===== config.mk =====
export PLATFORM = sky130hd
export DESIGN_NAME = spi_pkt_loader_flat
export DESIGN_NICKNAME = d
export VERILOG_FILES = /design/src/rtl/spi_pkt_loader_if.sv /design/src/rtl/spi_pkt_loader.sv /design/src/flat_wrapper.sv
export SDC_FILE = /design/constraint.sdc
export NUM_CORES = 1
export LEC_CHECK = 0
export BUFFER_PORTS_ARGS = -buffer_cell sky130_fd_sc_hd__buf_2
export CORE_ASPECT_RATIO = 1.2
export CORE_MARGIN = 5
export CORE_UTILIZATION = 58
export DETAILED_ROUTE_END_ITERATION = 10
export PLACE_DENSITY = 0.91
export SLEW_MARGIN = 20
export SYNTH_ARGS = -nofsm -noshare
export SYNTH_HDL_FRONTEND = slang
export SYNTH_SLANG_ARGS = --single-unit
export TNS_END_PERCENT = 1

===== constraint.sdc =====
create_clock -name clk -period 4.5 [get_ports clk]
set_input_delay 0.225 -clock clk [delete_from_list [all_inputs] [get_ports clk]]
set_output_delay 0.225 -clock clk [all_outputs]
set_load 0.01 [all_outputs]

===== src/rtl/spi_pkt_loader_if.sv =====
// Frame-capture and memory-write signal bundle for spi_pkt_loader.
// slave is the loader's view; master is the SPI/memory/router side.
interface spi_pkt_loader_if #(
   parameter int unsigned ADDR_SIZE = 23
);
   logic [7:0]           rx_byte;
   logic                 rx_valid;
   logic                 frame_act;
   logic                 busy;
   logic [ADDR_SIZE-1:0] mem_ptr;
   logic [31:0]          mem_wdata;
   logic                 mem_w_en;
   logic                 mem_done;
   logic                 pkt_avail;
   logic [ADDR_SIZE-1:0] pkt_begin;
   logic [ADDR_SIZE-1:0] pkt_end;
   logic                 dpr_done;
   logic                 ovf_err;

   modport slave (
      input  rx_byte, rx_valid, frame_act, mem_done, dpr_done,
      output busy, mem_ptr, mem_wdata, mem_w_en, pkt_avail, pkt_begin, pkt_end, ovf_err
   );

   modport master (
      output rx_byte, rx_valid, frame_act, mem_done, dpr_done,
      input  busy, mem_ptr, mem_wdata, mem_w_en, pkt_avail, pkt_begin, pkt_end, ovf_err
   );
endinterface


===== src/rtl/spi_pkt_loader.sv =====
// Packs one SPI frame into little-endian 32-bit words, writes them through a small FIFO
// into the packet buffer, then publishes the packet bounds until the router releases it.
module spi_pkt_loader #(
   parameter int unsigned          ADDR_SIZE  = 23,
   parameter logic [ADDR_SIZE-1:0] BUF_BASE   = '0,
   parameter int unsigned          BUF_WORDS  = 1024,
   parameter int unsigned          FIFO_DEPTH = 4
) (
   input logic              clk,
   input logic              rst_l,
   spi_pkt_loader_if.slave  bus
);
   localparam int unsigned WC_W  = $clog2(BUF_WORDS + 1);
   localparam int unsigned PW    = (FIFO_DEPTH > 1) ? $clog2(FIFO_DEPTH) : 1;
   localparam int unsigned CNT_W = $clog2(FIFO_DEPTH + 1);

   typedef enum logic [2:0] {S_IDLE, S_RECV, S_FLUSH, S_PUBLISH, S_HOLD, S_DROP} state_t;

   state_t               r_state, w_next;
   logic                 r_frame_d;
   logic [1:0]           r_lane;
   logic [31:0]          r_asm;
   logic                 r_got;
   logic                 r_push_pend;
   logic [31:0]          r_push_data;
   logic [31:0]          r_fifo [FIFO_DEPTH];
   logic [PW-1:0]        r_wr, r_rd;
   logic [CNT_W-1:0]     r_cnt;
   logic                 r_wen;
   logic [ADDR_SIZE-1:0] r_ptr, r_pkt_end;
   logic [31:0]          r_wdata;
   logic [WC_W-1:0]      r_wcount;
   logic                 r_ovf;

   logic                 w_rise, w_push, w_full, w_ovf, w_pop, w_flush_done;
   logic [31:0]          w_occ;

   assign w_rise = bus.frame_act & ~r_frame_d;
   assign w_push = r_push_pend & ((r_state == S_RECV) | (r_state == S_FLUSH));
   assign w_full = (r_cnt == CNT_W'(FIFO_DEPTH));
   // the word already on the memory bus still needs a buffer slot
   assign w_occ  = 32'(r_wcount) + 32'(r_cnt) + 32'(r_wen);
   assign w_ovf  = w_push & (w_full | (w_occ >= BUF_WORDS));
   assign w_pop  = (r_cnt != '0) & ~r_wen & (r_state != S_DROP);
   assign w_flush_done = ~r_push_pend & (r_lane == 2'd0) & (r_cnt == '0) & ~r_wen;

   always_ff @(posedge clk) begin
      if (!rst_l) r_state <= S_IDLE;
      else        r_state <= w_next;
   end

   always_comb begin
      w_next = r_state;
      unique case (r_state)
         S_IDLE:    if (w_rise) w_next = S_RECV;
         S_RECV:    if (w_ovf) w_next = S_DROP;
                    else if (!bus.frame_act) w_next = S_FLUSH;
         S_FLUSH:   if (w_ovf) w_next = S_DROP;
                    else if (w_flush_done) w_next = r_got ? S_PUBLISH : S_IDLE;
         S_PUBLISH: w_next = S_HOLD;
         S_HOLD:    if (bus.dpr_done) w_next = S_IDLE;
         S_DROP:    if (!bus.frame_act && !r_wen) w_next = S_IDLE;
         default:   w_next = S_IDLE;
      endcase
   end

   always_comb begin
      bus.busy      = (r_state == S_FLUSH) | (r_state == S_PUBLISH) |
                      (r_state == S_HOLD)  | (r_state == S_DROP);
      bus.pkt_avail = (r_state == S_HOLD);
   end

   assign bus.mem_ptr   = r_ptr;
   assign bus.mem_wdata = r_wdata;
   assign bus.mem_w_en  = r_wen;
   assign bus.pkt_begin = BUF_BASE;
   assign bus.pkt_end   = r_pkt_end;
   assign bus.ovf_err   = r_ovf;

   always_ff @(posedge clk) begin
      if (w_push && !w_ovf) r_fifo[r_wr] <= r_push_data;
   end

   always_ff @(posedge clk) begin
      if (!rst_l) begin
         r_frame_d   <= 1'b0;
         r_lane      <= '0;
         r_asm       <= '0;
         r_got       <= 1'b0;
         r_push_pend <= 1'b0;
         r_push_data <= '0;
         r_wr        <= '0;
         r_rd        <= '0;
         r_cnt       <= '0;
         r_wen       <= 1'b0;
         r_ptr       <= '0;
         r_wdata     <= '0;
         r_wcount    <= '0;
         r_pkt_end   <= '0;
         r_ovf       <= 1'b0;
      end else begin
         r_frame_d   <= bus.frame_act;
         r_push_pend <= 1'b0;
         unique case (r_state)
            S_IDLE: if (w_rise) begin
               r_lane <= '0;
               r_asm  <= '0;
               r_got  <= 1'b0;
            end
            S_RECV: if (bus.rx_valid) begin
               r_got <= 1'b1;
               if (r_lane == 2'd3) begin
                  r_push_pend <= 1'b1;
                  r_push_data <= {bus.rx_byte, r_asm[23:0]};
                  r_asm       <= '0;
                  r_lane      <= '0;
               end else begin
                  r_asm[{r_lane, 3'b000} +: 8] <= bus.rx_byte;
                  r_lane <= r_lane + 2'd1;
               end
            end
            S_FLUSH: if (r_lane != 2'd0 && !r_push_pend) begin
               r_push_pend <= 1'b1;
               r_push_data <= r_asm;
               r_asm       <= '0;
               r_lane      <= '0;
            end
            S_PUBLISH: r_pkt_end <= BUF_BASE + ADDR_SIZE'(r_wcount);
            default: ;
         endcase

         if (r_state == S_DROP || w_ovf) begin
            r_wr  <= '0;
            r_rd  <= '0;
            r_cnt <= '0;
         end else begin
            if (w_push) r_wr <= r_wr + 1'b1;
            if (w_pop)  r_rd <= r_rd + 1'b1;
            if (w_push && !w_pop)      r_cnt <= r_cnt + 1'b1;
            else if (!w_push && w_pop) r_cnt <= r_cnt - 1'b1;
         end

         if (r_wen) begin
            if (bus.mem_done) begin
               r_wen    <= 1'b0;
               r_wcount <= r_wcount + WC_W'(1);
            end
         end else if (w_pop) begin
            r_wen   <= 1'b1;
            r_ptr   <= BUF_BASE + ADDR_SIZE'(r_wcount);
            r_wdata <= r_fifo[r_rd];
         end

         if ((r_state == S_HOLD && bus.dpr_done) || (r_state == S_DROP && w_next == S_IDLE))
            r_wcount <= '0;

         if (w_ovf) r_ovf <= 1'b1;
      end
   end
endmodule


===== src/flat_wrapper.sv =====
// flat-port wrapper written by rule: the top's interface ports become plain ports
module spi_pkt_loader_flat 
#(
   parameter int unsigned          ADDR_SIZE  = 23,
   parameter logic [ADDR_SIZE-1:0] BUF_BASE   = '0,
   parameter int unsigned          BUF_WORDS  = 1024,
   parameter int unsigned          FIFO_DEPTH = 4
)
  (clk, rst_l, bus_rx_byte, bus_rx_valid, bus_frame_act, bus_mem_done, bus_dpr_done, bus_busy, bus_mem_ptr, bus_mem_wdata, bus_mem_w_en, bus_pkt_avail, bus_pkt_begin, bus_pkt_end, bus_ovf_err);
  spi_pkt_loader_if #(.ADDR_SIZE(ADDR_SIZE)) bus_i ();
  input logic clk;
  input logic rst_l;
  input wire logic [$bits(bus_i.rx_byte)-1:0] bus_rx_byte;
  input wire logic [$bits(bus_i.rx_valid)-1:0] bus_rx_valid;
  input wire logic [$bits(bus_i.frame_act)-1:0] bus_frame_act;
  input wire logic [$bits(bus_i.mem_done)-1:0] bus_mem_done;
  input wire logic [$bits(bus_i.dpr_done)-1:0] bus_dpr_done;
  output wire logic [$bits(bus_i.busy)-1:0] bus_busy;
  output wire logic [$bits(bus_i.mem_ptr)-1:0] bus_mem_ptr;
  output wire logic [$bits(bus_i.mem_wdata)-1:0] bus_mem_wdata;
  output wire logic [$bits(bus_i.mem_w_en)-1:0] bus_mem_w_en;
  output wire logic [$bits(bus_i.pkt_avail)-1:0] bus_pkt_avail;
  output wire logic [$bits(bus_i.pkt_begin)-1:0] bus_pkt_begin;
  output wire logic [$bits(bus_i.pkt_end)-1:0] bus_pkt_end;
  output wire logic [$bits(bus_i.ovf_err)-1:0] bus_ovf_err;
  assign bus_i.rx_byte = bus_rx_byte;
  assign bus_i.rx_valid = bus_rx_valid;
  assign bus_i.frame_act = bus_frame_act;
  assign bus_i.mem_done = bus_mem_done;
  assign bus_i.dpr_done = bus_dpr_done;
  assign bus_busy = bus_i.busy;
  assign bus_mem_ptr = bus_i.mem_ptr;
  assign bus_mem_wdata = bus_i.mem_wdata;
  assign bus_mem_w_en = bus_i.mem_w_en;
  assign bus_pkt_avail = bus_i.pkt_avail;
  assign bus_pkt_begin = bus_i.pkt_begin;
  assign bus_pkt_end = bus_i.pkt_end;
  assign bus_ovf_err = bus_i.ovf_err;
  spi_pkt_loader #(.ADDR_SIZE(ADDR_SIZE), .BUF_BASE(BUF_BASE), .BUF_WORDS(BUF_WORDS), .FIFO_DEPTH(FIFO_DEPTH)) u_core (.clk(clk), .rst_l(rst_l), .bus(bus_i));
endmodule

; ---- After elaboration in Yosys (flattened, before gate mapping)
; Memory sizes are Yosys's and may differ from the RTL's. A register that Yosys moved wholly into a read port is not among the register bits.
; Cells that the tools add are included.
; W data, S select, Z words.
[word_totals]
register_bits = 114
ramBits = 128
output_inout_bits = 105
elab_cells = 128
mem_count = 1
[classes]
add_sub_neg = 9
order_cmp = 1
eq_ne = 12
shifts = 2
muxes = 38
n_bitwise = 17
reduce_logical = 33
[memory_table]
columns = memory, words, width, rd, rd_ports_with_merged_regs, wr, line
row1 = u_core.r_fifo, 4, 32, 1, 1, 1, spi_pkt_loader.sv:26  ; logic [31:0] r_fifo [FIFO_DEPTH];
[op_table]
columns = operator, count
row1 = $mux W32, 7
row2 = $pmux W32 S3, 1
row3 = $pmux W32 S2, 1
row4 = $add A32 B1 Y32, 1
row5 = $bwmux W32, 1
row6 = $ge A32 B11 Y1 const B, 1
row7 = $shift A8 B7 Y32 const A, 1
row8 = $shiftx A8 B7 Y32, 1
row9 = $mux W3, 9
row10 = $pmux W3 S6, 1
row11 = $add A11 B3 Y12, 1
row12 = $add A11 B1 Y11 const B, 1
row13 = $mux W1, 10
row14 = $mux W2, 5
row15 = $eq A3 B3 Y1 const B, 3
row16 = $logic_not A3 Y1, 3
row17 = $and A1 B1 Y1, 8
row18 = $reduce_and A4 Y1, 2
row19 = $reduce_bool A2 Y1, 4
row20 = $logic_and A1 B1 Y1, 7
row21 = $logic_not A1 Y1, 7
row22 = $neg A5 Y7, 1
row23 = $add A2 B1 Y2 const B, 3
row24 = $eq A3 B2 Y1 const B, 2
row25 = 17 further kinds, 31

; ---- Logic depth before layout (Yosys ltp)
; Gate-level depths: netlist of the first run.
[depth]
ltp_word = 11
depth_mapped = 13

; ---- Worst setup path before layout of the first run
; Ideal clock, no wire load.
[synth_timing]
kind = reg2reg
startpoint = register u_core.r_cnt[0]
endpoint = memory u_core.r_fifo[0][0], enable pin
setup_time_ns = 0.392
t_arrival_ns = 3.041
required_time_ns = 4.108
path_slack_ns = 1.067
stages_incl_launch_ff = 12
path_buffers = 0
path_cell_list = dfxtp_1 ha_1 inv_1 fa_1 inv_1 ha_1 nand4_1 nor4b_1 o211a_1 nand4_1 a21oi_1 and2_1
[synth_via]
elab_chain_cells = 9
elab_cells_between_ends = 10
classes_between = add/sub: 2 / order compare: 1 / eq/ne: 1 / mux: 2 / bitwise: 2 / reduce/logical: 2
[synth_rtl]
columns = element, line
row1 = "start, declared", spi_pkt_loader.sv:28  ; logic [CNT_W-1:0] r_cnt;
row2 = "start signal, assigned", spi_pkt_loader.sv:139  ; if (w_push && !w_pop) r_cnt <= r_cnt + 1'b1;
row3 = "start signal, assigned", spi_pkt_loader.sv:140  ; else if (!w_push && w_pop) r_cnt <= r_cnt - 1'b1;
row4 = $add A11 B3 Y12, spi_pkt_loader.sv:42  ; assign w_occ = 32'(r_wcount) + 32'(r_cnt) + 32'(r_wen);
row5 = $add A32 B1 Y32, spi_pkt_loader.sv:42
row6 = $ge A32 B11 Y1, spi_pkt_loader.sv:43  ; assign w_ovf = w_push & (w_full | (w_occ >= BUF_WORDS));
row7 = $or A1 B1 Y1 (*), spi_pkt_loader.sv:43
row8 = $and A1 B1 Y1 (*), spi_pkt_loader.sv:43
row9 = $logic_not A1 Y1 (*), spi_pkt_loader.sv:81  ; if (w_push && !w_ovf) r_fifo[r_wr] <= r_push_data;
row10 = $logic_and A1 B1 Y1 (*), spi_pkt_loader.sv:81
row11 = $mux W1 (*), spi_pkt_loader.sv:81
row12 = $mux W1 (not written as such) (*), spi_pkt_loader.sv:81
row13 = "end, declared", spi_pkt_loader.sv:26
; Every way passes the cells marked *; elsewhere a longest branch is shown, timed or not.

; ---- Final worst setup path of the first run
[layout_timing]
startpoint = register u_core.r_cnt[0]
endpoint = memory u_core.r_fifo[1][11], enable pin
; The elaborated chain is that of the path after synthesis.

==> flow_summary.yaml, run 1 <==
route:
  antenna_left: 0
  vias: 7143
  wl_per_cell_um: 18.69
  wirelength_um: 23390
  drt_pass1_iterations: 7
  drc: 0
  viasPerCell: 5.710
  drtIter0Drc: 830
worst_setup_path:
  crit_fanout: 32
  worst-setup-path-type: "flip-flop to flip-flop"
  critPathCaptureType: "flip-flop"
  cp_data_arrival_time_ns: 3.62
  r2r_start: "u_core.r_cnt[0]$_SDFFE_PP0P_"
  worstPathRequired_ns: 4.65
  cp-start-kind: "flip-flop"
  rrSetupSlack_ns: 1.04
  reg2regPathDepth: 12
  rr_endpoint: "u_core.r_fifo[1][11]$_DFFE_PP_"
min_path:
  holdPathEnd: "u_core.r_wcount[1]$_SDFFE_PP0P_"
  hold_path_class: "input pin to flip-flop"
  worstHoldPathCells: 3
  min_from: "bus_mem_done"
cts:
  cts_htree_levels: 1
  root_buffer: "clkbuf_16"
  cts_buffers: 25
  worstSkewPairLatency_ns: 0.55
  clk_transition_reported_paths_ns: 0.06
  clk_path_buf_depth: 3
  tritoncts: "done"
  clkSinkCount: 274
sta:
  min_period_ns: 3.463
  clock_skew_ns: 0.03862
  setup_violations: 0
  worst_slew_pin_slew_ns: 0.9608
  min_period_over_period: 0.7696
  relSlewSlack: 0.3595
  drv_slew: 0
  setup_ws_ns: 1.037
  max_freq_ghz: 0.2888
  finalHoldViolations: 0
  hold_ws_ns: 0.03053
  setup_tns_ns: 0
  rsz0062_at_grt: "no"
grt:
  gr-total-overflow: 0
  antenna_found_initial: 0
  grt_pass1_wl_um: 37200
  track_usage: 0.2146
  grt_max_degree: 68
  grt_pass1_vias: 7014
placed_design:
  io_buffers: 71
  hpwl_um: 14190
  gp_congestion: 0.8235
  place_ws_ns: 1.087
  placed_cells: 1200
finish:
  final_cells: 1251
  layout.nets: 1008
  area_growth_syn_to_layout_pct: 11.53
  diodes: 0
  layout-drive-gt1-share: 0.1658
synthesis:
  yosysWarningCount: 0
  synth_most_common_cell: "nand2_1"
  synthTopCellsByCount: "156 x nand2_1, 146 x dfxtp_1, 128 x edfxtp_1, 87 x a21oi_1, 57 x nor2_1"
  synth_top_area_frac: 0.3523
  seq_area_frac_synth: 0.6202
  synth_cell_type_count: 59
  ys_top_cells_by_area: "edfxtp_1 35%, dfxtp_1 27%, mux4_2 6.6%, nand2_1 5.4%, a21oi_1 4.0%"
  synth_enable_flop_cells: 128
  netlist_area_um2: 10910
  avgSynthCellArea_um2: 11.92
  synth_top_cell_by_area: "edfxtp_1"
  ys_seq_elements: 274
  async_flop_share: 0
  syn_inst: 915
  synth_flop_cell: "dfxtp_1"
status:
  status: "finished clean"
power:
  max-vdd-ir-drop_v: 0.0003329
  p_leak_uw: 0.004483
  total_power_uw: 6318
  p_per_area_nw_per_um2: 519.2
die:
  io_pins: 119
  rows: 55
  fp.dieH_um: 160.2
  initial_core_util: 0.5829
  dieArea_um2: 21670
  die_w_um: 135.2
  core_um2: 18720
job:
  max-cap-violations: 0
-- cells by family after synthesis --
family	Yosys count	share of synthesized area
AO/OA/AOI/OAI	156	0.08532
XOR/XNOR	20	0.01605
adder cells (fa/ha/maj)	18	0.02202
buffers and inverters	113	0.05791
flip-flops	274	0.6202
multiplexers	43	0.07615
other	1	0.0003437
AND/OR/NAND/NOR	290	0.1220
-- metrics by stage --
step                      instance area [um2]  utilization
after CTS                               12170       0.6501
after global placement                  11270       0.6022
final                                   12170       0.6501
after global routing                    12170       0.6501
after detailed placement                11270       0.6022
after floorplan                         11080            -
-- per-layer routing --
metal / global-route usage / up-vias / share of wire
li1: - / 3269 / -
met1: 0.2638 / 3433 / 0.38
met2: 0.3709 / 376 / 0.51
met3: 0.03497 / 65 / 0.080
met4: 0.09624 / 0 / 0.036
met5: 0 / - / 0
-- sequential cells by signal, summed over array words and instances (netlist names), 2 cells and up --
signal,count
u_core.r_cnt,3
u_core.bus.pkt_end,11
u_core.r_wr,2
u_core.r_state,3
u_core.r_fifo,128
u_core.r_lane,2
u_core.r_push_data,32
u_core.r_asm,32
u_core.r_wcount,11
u_core.bus.mem_wdata,32
u_core.bus.mem_ptr,11
u_core.r_rd,2
-- area by class of cell --
cell class | count | area [um2]
Sequential cell | 274 | 6769
Fill cell | 1275 | 6550
Multi-Input combinational cell | 574 | 3695
Clock buffer | 30 | 644.4
Timing Repair Buffer | 86 | 480.5
Tap cell | 256 | 320.3
Clock inverter | 16 | 201.4
Inverter | 15 | 57.56
-- worst max path at each step --
stage                                 startpoint                        endpoint  slack (ns)
floorplan           u_core.r_cnt[0]$_SDFFE_PP0P_   u_core.r_fifo[0][0]$_DFFE_PP_        1.07
global placement    u_core.r_cnt[0]$_SDFFE_PP0P_   u_core.r_fifo[1][0]$_DFFE_PP_        1.23
detailed placement  u_core.r_cnt[0]$_SDFFE_PP0P_  u_core.r_fifo[2][23]$_DFFE_PP_        1.09
CTS                 u_core.r_cnt[0]$_SDFFE_PP0P_   u_core.r_fifo[2][8]$_DFFE_PP_        1.06
global route        u_core.r_cnt[0]$_SDFFE_PP0P_  u_core.r_fifo[2][15]$_DFFE_PP_        0.71
finish              u_core.r_cnt[0]$_SDFFE_PP0P_  u_core.r_fifo[1][11]$_DFFE_PP_        1.04
-- layout by cell type (no fill, tap or decap), types with 3 or more instances in the layout --
cell type,instances
ha_1,16
nor2_1,57
buf_4,10
clkinv_2,4
a311oi_1,9
o21ai_1,3
inv_1,13
nor2b_1,5
edfxtp_1,128
conb_1,47
clkbuf_16,25
nand2_1,156
nor3_1,10
nand3_1,21
nand2b_1,3
a22oi_1,16
dlygate4sd3_1,5
and2_1,14
buf_2,71
o21ai_0,20
mux2i_1,11
clkbuf_1,5
nand4_1,3
xor2_1,10
xnor2_1,10
clkinv_1,4
mux4_2,32
and3_1,6
a21oi_1,86
bufinv_16,4
dfxtp_1,144
-- report_power, final --
part / internal, uW / switching, uW / leakage [uW]
clock: 1270 / 928 / 0.000411
sequential: 2740 / 172 / 0.00233
combinational: 490 / 727 / 0.00174
total: 4490 / 1830 / 0.00448
-- what timing repair did --
| action | in CTS | in global routing |
|---|---|---|
| endpoints found under the hold margin | 5 | 0 |
| hold buffers | 5 | 0 |
| endpoints found under the setup margin | 0 | 0 |
| gates resized for setup | 0 | 0 |
| setup buffers | 0 | 0 |
-- critical path, stage by stage (launching register included) --
cell     delay, ns
dfxtp_1       0.44
ha_1          0.22
inv_1         0.06
fa_1          0.42
inv_1         0.09
ha_1          0.15
nand4_1       0.09
nor4b_1       0.42
o211a_1       0.23
nand4_1       0.11
a21oi_1       0.26
and2_1        0.16
buf_4         0.42
Power figures use the tool's default switching activity.
==> inputs of run 2 (changes only) <==
==> constraint.sdc (replaced) <==
create_clock -name clk -period 3.4 [get_ports clk]
set_input_delay 0.17 -clock clk [delete_from_list [all_inputs] [get_ports clk]]
set_output_delay 0.17 -clock clk [all_outputs]
set_load 0.01 [all_outputs]
==> run 2 against run 1 <==
Effect of this change: core utilization up 1.1 points; sequential share of layout area down 0.92 points; die area unchanged; non-clock buffer count up 9.
==> flow_summary.yaml, run 2 (synthesized netlist as in run 1, its figures left out) <==
placed_design:
  gp_congestion: 0.8142
  io_buffers: 71
  place_ws_ns: 0.1680
  placed_area_um2: 11370
  hpwl_um: 14590
worst_setup_path:
  cp_data_arrival_time_ns: 3.36
  worst-setup-path-type: "flip-flop to flip-flop"
  crit_fanout: 32
  critPathCaptureType: "flip-flop"
  cp-start-kind: "flip-flop"
  worstPathRequired_ns: 3.60
cts:
  cts_buffers: 25
  cts_setup_buffers: 0
  root_buffer: "clkbuf_16"
  clk_transition_reported_paths_ns: 0.06
  worstSkewPairLatency_ns: 0.53
  tritoncts: "done"
  clkSinkCount: 274
  cts_htree_levels: 1
  clk_path_buf_depth: 3
power:
  p_per_area_nw_per_um2: 683.5
  max-vdd-ir-drop_v: 0.0004003
  p_leak_uw: 0.004573
finish:
  largest_register_ffs: 128
  layout.nets: 1017
  area_growth_syn_to_layout_pct: 13.41
  final_common_cell: "nand2_1"
  design_area_um2: 12370
  layout-drive-gt1-share: 0.1765
  final_util: 0.6610
  layout_common_cells: "156 x nand2_1, 144 x dfxtp_1, 128 x edfxtp_1"
  diodes: 0
  top_register: "u_core.r_fifo"
sta:
  relSlewSlack: 0.3938
  max_freq_ghz: 0.3163
  rsz0062_at_grt: "no"
  drv_slew: 0
  min_period_ns: 3.161
  setup_violations: 0
  setup_ws_ns: 0.2387
  worst_slew_pin_slew_ns: 0.9093
  clock_skew_ns: 0.02270
  min_period_over_period: 0.9298
  finalHoldViolations: 0
grt:
  gr-total-overflow: 0
  grt_pass1_wl_um: 37890
  antenna_found_initial: 0
  grt_pass1_vias: 7232
  grt_max_degree: 67
  track_usage: 0.2159
route:
  wirelength_um: 23840
  viasPerCell: 5.719
  drc: 0
  drt_pass1_iterations: 5
  wl_per_cell_um: 18.94
  antenna_left: 0
  vias: 7200
  drtIter0Drc: 724
die:
  die_w_um: 135.2
  dieArea_um2: 21670
  rows: 55
  core_um2: 18720
  fp.dieH_um: 160.2
  initial_core_util: 0.5829
  io_pins: 119
min_path:
  hold_path_class: "input pin to flip-flop"
job:
  max-cap-violations: 0
status:
  status: "finished clean"
run 2: cell types whose count changed in the layout (fill, tap and decap cells not counted), sizes merged:
cell | previous run | this run
clkinv | 10 | 7
dlygate4sd3 | 5 | 10
clkbuf | 30 | 33
bufinv | 4 | 3
buf | 81 | 85
run 2: layout make-up:
type,count,area [um2]
Clock buffer,33,740.7
Clock inverter,12,156.4
Fill cell,1281,6345
Inverter,15,57.56
Multi-Input combinational cell,574,3706
Sequential cell,274,6769
Tap cell,256,320.3
Timing Repair Buffer,95,623.1
run 2: final timing paths:
kind,slack [ns],from,to,depth (start not counted)
min reg2reg,0.45,u_core.bus.mem_wdata[13]$_SDFFE_PN0P_,u_core.bus.mem_wdata[13]$_SDFFE_PN0P_,2
min,0.01,bus_rx_byte[3],u_core.r_asm[19]$_SDFFE_PN0P_,3
max,0.24,u_core.r_cnt[0]$_SDFFE_PP0P_,u_core.r_fifo[1][17]$_DFFE_PP_,12
max reg2reg,0.24,u_core.r_cnt[0]$_SDFFE_PP0P_,u_core.r_fifo[1][17]$_DFFE_PP_,12
run 2: what timing repair did:
action                                  CTS  global route
hold endpoints to repair                 16             0
endpoints found under the setup margin    0           128
resized for setup                         0             2
hold buffers                             10             0
run 2: critical path, cell delays in order, from the launching register on:
cell	delay, ns
dfxtp_1	0.44
ha_1	0.21
inv_1	0.06
fa_1	0.44
inv_1	0.09
ha_1	0.14
nand4_1	0.10
nor4b_2	0.31
o211a_1	0.20
nand4_1	0.15
a21oi_2	0.24
and2_1	0.22
buf_12	0.24
run 2: metrics by stage:
step                      hold WS [ns]  instances  setup TNS (ns)  total power (uW)
final                          0.01097       1259               0              8457
after global routing           0.01232       1259               0              8852
after floorplan                 0.2917        961          -3.138              5046
after detailed placement        0.4401       1204               0              5535
after global placement          0.4347       1204               0              5460
after CTS                    0.0002289       1259               0              8514
run 2: power breakdown:
part           leakage, uW  internal, uW  switching (uW)  total [uW]
Combinational      0.00180           662            1020        1680
Clock             0.000444          1780            1200        2980
Sequential         0.00233          3620             172        3790
run 2: layer usage:
layer	part of all wire	vias up	track usage	wire (um)
met1	0.38	3465	0.2741	8972
met4	0.031	0	0.07562	743
met5	0	-	0	0
met3	0.075	73	0.02899	1797
met2	0.52	367	0.3786	12330
li1	-	3295	-	-
